<file path="src/rtl/md_pkg.sv">
// md_pkg: shared ALU op codes and sequencer state encoding for the M-extension engine
package md_pkg;
  localparam logic [3:0] ALU_MUL = 4'b1001;
  localparam logic [3:0] ALU_DIV = 4'b1010;
  localparam logic [3:0] ALU_REM = 4'b1011;
  typedef enum logic [1:0] {IDLE = 2'd0, CALC = 2'd1, DONE = 2'd2} md_state_t;
  function automatic logic is_md_op(input logic [3:0] op);
    return op == ALU_MUL || op == ALU_DIV || op == ALU_REM;
  endfunction
endpackage

</file>
<file path="src/rtl/md_addsub.sv">
// md_addsub: W-bit adder/subtractor shared by the shift-add and restoring-divide iterations
module md_addsub #(
  parameter int W = 33
) (
  input  logic [W-1:0] x,
  input  logic [W-1:0] y,
  input  logic         sub,
  output logic [W-1:0] sum
);
  assign sum = x + (y ^ {W{sub}}) + W'(sub);
endmodule

</file>
<file path="src/rtl/muldiv_seq.sv">
// muldiv_seq: multi-cycle MUL/DIV/REM sequencer that stalls the pipeline until its result is ready
module muldiv_seq
  import md_pkg::*;
#(
  parameter int XLEN  = 32,
  parameter int CNT_W = 6
) (
  input  logic            clk,
  input  logic            rst,
  input  logic            start,
  input  logic [3:0]      alu_op,
  input  logic [XLEN-1:0] a,
  input  logic [XLEN-1:0] b,
  input  logic            flush,
  output logic            busy,
  output logic            stall_req,
  output logic            done,
  output logic [XLEN-1:0] result
);
  md_state_t state, state_nxt;
  logic [3:0] op;
  logic [CNT_W-1:0] cnt;
  logic [XLEN-1:0] acc, x_q, y_q, rem, res_q, fin;
  logic [XLEN:0] rem_sh, add_a, sum;
  logic go, dz, is_mul, ld_mul;
  assign go = start && is_md_op(alu_op) && !flush;
  assign dz = alu_op != ALU_MUL && b == '0;
  assign ld_mul = alu_op == ALU_MUL;
  assign is_mul = op == ALU_MUL;
  // x_q holds multiplicand or divisor; y_q holds multiplier or dividend shifting into quotient
  assign rem_sh = {rem, y_q[XLEN-1]};
  assign add_a = is_mul ? {1'b0, acc} : rem_sh;
  md_addsub #(.W(XLEN + 1)) u_addsub (
    .x   (add_a),
    .y   ({1'b0, x_q}),
    .sub (!is_mul),
    .sum (sum)
  );
  assign fin = is_mul ? acc : op == ALU_DIV ? y_q : rem;
  // A flush in DONE keeps the previous result visible
  assign result = done ? fin : res_q;
  always_ff @(posedge clk or posedge rst)
    if (rst) state <= IDLE;
    else state <= state_nxt;
  always_comb begin
    state_nxt = state == IDLE ? (go ? (dz ? DONE : CALC) : IDLE) :
                state == CALC ? (flush ? IDLE : cnt == CNT_W'(XLEN - 1) ? DONE : CALC) : IDLE;
  end
  always_comb begin
    busy = state != IDLE;
    stall_req = (state == IDLE && start && is_md_op(alu_op)) || state == CALC;
    done = state == DONE && !flush;
  end
  always_ff @(posedge clk or posedge rst)
    if (rst) begin
      op <= '0;
      cnt <= '0;
      acc <= '0;
      x_q <= '0;
      y_q <= '0;
      rem <= '0;
      res_q <= '0;
    end else if (state == IDLE && go) begin
      op <= alu_op;
      cnt <= '0;
      acc <= '0;
      x_q <= ld_mul ? a : b;
      y_q <= ld_mul ? b : dz ? '1 : a;
      rem <= dz ? a : '0;
    end else if (state == CALC) begin
      cnt <= cnt + 1'b1;
      acc <= is_mul && y_q[0] ? sum[XLEN-1:0] : acc;
      x_q <= is_mul ? x_q << 1 : x_q;
      y_q <= is_mul ? y_q >> 1 : {y_q[XLEN-2:0], !sum[XLEN]};
      rem <= is_mul ? rem : sum[XLEN] ? rem_sh[XLEN-1:0] : sum[XLEN-1:0];
    end else if (done) begin
      res_q <= fin;
    end
endmodule

</file>
<file path="config.mk">
export PLATFORM = sky130hd
export DESIGN_NAME = muldiv_seq
export DESIGN_NICKNAME = d
export VERILOG_FILES = /design/src/rtl/md_pkg.sv /design/src/rtl/md_addsub.sv /design/src/rtl/muldiv_seq.sv
export SDC_FILE = /design/constraint.sdc
export NUM_CORES = 1
export LEC_CHECK = 0
export BUFFER_PORTS_ARGS = -buffer_cell sky130_fd_sc_hd__buf_4
export CORE_UTILIZATION = 40
export DETAILED_ROUTE_END_ITERATION = 12
export PLACE_DENSITY_LB_ADDON = 0.25
export SLEW_MARGIN = 40
export SYNTH_ARGS = -nofsm -noshare
export SYNTH_HDL_FRONTEND = slang
export SYNTH_SLANG_ARGS = --single-unit
</file>
<file path="constraint.sdc">
create_clock -name clk -period 6.25 [get_ports clk]
set_clock_uncertainty 0.2 [all_clocks]
set_input_delay 0.9375 -clock clk [delete_from_list [all_inputs] [get_ports clk]]
set_output_delay 0.9375 -clock clk [all_outputs]
set_load 0.01 [all_outputs]
</file>
==> qor.txt <==
status: finished clean
drt drc: 0
multiplexer area fraction after synthesis: 10.7%
Pwr Density: 507 nW/um2
Primary FF master, synth: dfrtp_1
combinational family with the most area after synthesis: compound AO/OA/AOI/OAI gates
Initial Utilization: 41.2%
fraction of layout cells with a size suffix above 1: 16.6%
DP Wirelength: 29.0 mm
worst skew pair latency: 0.44 ns
Finished Cell Area: 13700 um2
largest net degree at the start of global routing: 75
Die ar.: 30600 um2
EDFF count, synth: 0
vias: 11400
synth warn: 0
Max Freq: 197 MHz
Most common cell on crit path: buf_4
FFs w/ async S/R, synth: 100%
# diodes: 0
TritonCTS Buffers: 17
CP cell instances: nor4bb_4 > buf_4 > xnor2_1 > fa_1 > a211oi_1 > o21a_1 > a21oi_1 > o211a_1 > or3_1 > nand2_1 > buf_4 > mux2i_1 > o21ai_0
R2R cell count: 13
Die Wd: 175 um
Fill cells: 2958
critical path class: reg -> reg
final RePlAce weighted congestion: 0.944
Setup Viol. Count Final: 0
Synth area leader: dfrtp_1
vias in the first global route: 10700
P_leak: 0.00594 uW
Slew Limit Fails: 0
Post-Synthesis Cells: 1463
Area contributors post-synth: dfrtp_1, nand2_1, mux2_2
CP delay by family, top: simple AND/OR/NAND/NOR gates
synth unique cells: 62
Post-Synth XOR/XNOR Area: 4.54%
worst-path maximum fanout: 17
maximum VDD drop: 0.000252 V
Area Overhead vs Synth: 15.0%
CTS root buf: clkbuf_16
post-placement cell count: 1867
share of the synthesized area in the top cell type: 36.0%
Mapped Avg Cell Area: 8.17 um2
Hold Buf Count CTS: 0
Post-Syn Area: 11900 um2
area post-placement: 13200 um2
worst path arrival time: 5.16 ns
unrepaired setup endpoints after global routing: no
final std cells w/o fill: 1899
Adder-Cell Fraction of Synth Area: 3.52%
IO Count: 107
slew margin rel.: 41.0%
setup_tns: 0 ns
sequential area share after synthesis: 36.0%
Post-Route WL: 40.2 mm
max-cap violations: 0
total track usage: 26.4%
CTS tree: built
die height: 175 um
Post-CTS Setup Inserts: 0
final hold vios: 0
worst path bufs/invs: 2
clk slew on worst S/H paths: 0.07 ns
DRT Pass-1 Iters: 5
Synth Register Bits: 172
GRT overflow: 0
post-CTS sizing: 0
Compound-Gate Fraction of Synth Area: 21.5%
initial antenna violation count: 0
Core ar.: 29000 um2
clk buf depth: 2
fin crit period: 5.07 ns
worst hold path type: reg -> reg
PortBufs: 106
Synth Area in Simple Gates: 19.7%
Worst Path Required: 6.34 ns
row count: 62
Sink Count: 172
global-route wire length before repair: 62.4 mm
post-synthesis net count: 1568
Slew @ Worst Pin: 0.885 ns
Routed Antenna Nets: 0
cell count along the critical path: 13
via/cell ratio: 5.99
crit start category: register
Initial DRC Count: 1093
Slowest cell on crit path: nor4bb_4
DR WL/cell: 21.2 um
Post-layout nets: 1608
CP Capture Type: register
critical path's largest stage delay: 0.71 ns
Period Utilization, post-route: 81.2%
Worst Hold Path Cells: 2
CTS H-Tree Depth: 4
==> where the power goes <==
group          switching (uW)  total, uW  internal [uW]  leakage [uW]
combinational            2490       4060           1570       0.00349
sequential                395       1840           1440       0.00219
clock                     497       1060            562      0.000267
==> cell type report <==
cell class | count | area (um2) | area share, %
Sequential cell | 172 | 4300 | 31.3
Multi-Input combinational cell | 1166 | 7270 | 52.9
Clock buffer | 19 | 443 | 3.22
Inverter | 12 | 52.6 | 0.383
Clock inverter | 12 | 111 | 0.811
Tap cell | 384 | 480 | 3.50
Timing Repair Buffer | 134 | 1070 | 7.80
==> cells by family (layout without fill, tap and decap cells) <==
logic type	Yosys count	after routing
buf+inv	125	177
compound gates	410	410
mux	120	120
fa+ha+maj	33	33
flops	172	172
xor+xnor	62	62
simple gates	541	541
==> worst reg2reg max path, stage by stage (launching register included) <==
cell,delay (ns)
dfrtp_1,0.45
nor4bb_4,0.71
buf_4,0.35
xnor2_1,0.14
fa_1,0.47
a211oi_1,0.26
o21a_1,0.25
a21oi_1,0.16
o211a_1,0.25
or3_1,0.42
nand2_1,0.51
buf_4,0.42
mux2i_1,0.24
o21ai_0,0.11
==> state kept, by name, summed over array words and instances, names as in the netlist <==
register  flops
res_q        32
acc          32
x_q          32
op            4
state         2
y_q          32
cnt           6
rem          32
==> metal layers <==
metal	up-vias	global-route usage (%)	share of wire, %
met5	-	0	0
met4	0	7.14	1.8
met3	44	6.24	8.8
met2	484	36.8	41
met1	5508	40.2	49
li1	5347	-	-
==> synthesized netlist by cell type (all sizes together), types with 23 or more instances <==
cell type / count
nor2: 70
dfrtp: 172
nand3: 48
a22o: 23
nand2: 308
mux2: 64
mux2i: 56
o31ai: 34
a21oi: 108
nor3: 44
o21ai: 120
clkbuf: 93
xnor2: 45
ha: 32
o211ai: 35
==> path summary, 6_finish.rpt <==
check	from	to	slack (ns)
max	op[3]$_DFFE_PP0P_	rem[8]$_DFFE_PP0P_	1.18
min	acc[28]$_DFFE_PP0P_	acc[28]$_DFFE_PP0P_	0.29
max reg2reg	op[3]$_DFFE_PP0P_	rem[8]$_DFFE_PP0P_	1.18
min reg2reg	acc[28]$_DFFE_PP0P_	acc[28]$_DFFE_PP0P_	0.29
max in group asynchronous	rst	rem[12]$_DFFE_PP0P_	4.23
min in group asynchronous	rst	x_q[27]$_DFFE_PP0P_	0.41
==> stage by stage <==
stage | worst slack (ns) | hold WS, ns | total power (uW) | utilization (%)
global placement | 1.42 | 0.262 | 5760 | 45.2
CTS | 1.22 | 0.286 | 6860 | 47.3
floorplan | 0.452 | 0.243 | 4590 | -
finish | 1.18 | 0.285 | 6960 | 47.3
global route | 0.856 | 0.312 | 7420 | 47.3
detailed placement | 1.25 | 0.270 | 5770 | 45.4
==> cell usage in the layout, fill, tap and decap left out, types with 32 or more instances in the layout <==
master / netlist / routed
nand2_1: 308 / 308
o31ai_1: 34 / 34
a21oi_1: 108 / 107
nor2_1: 70 / 68
nor3_1: 44 / 43
o21ai_0: 119 / 119
dfrtp_1: 172 / 172
mux2i_1: 56 / 56
buf_4: 1 / 129
xnor2_1: 45 / 45
mux2_2: 64 / 64
nand3_1: 48 / 48
o211ai_1: 35 / 35
ha_1: 32 / 32
No activity file was read; power rests on OpenSTA's default activity.
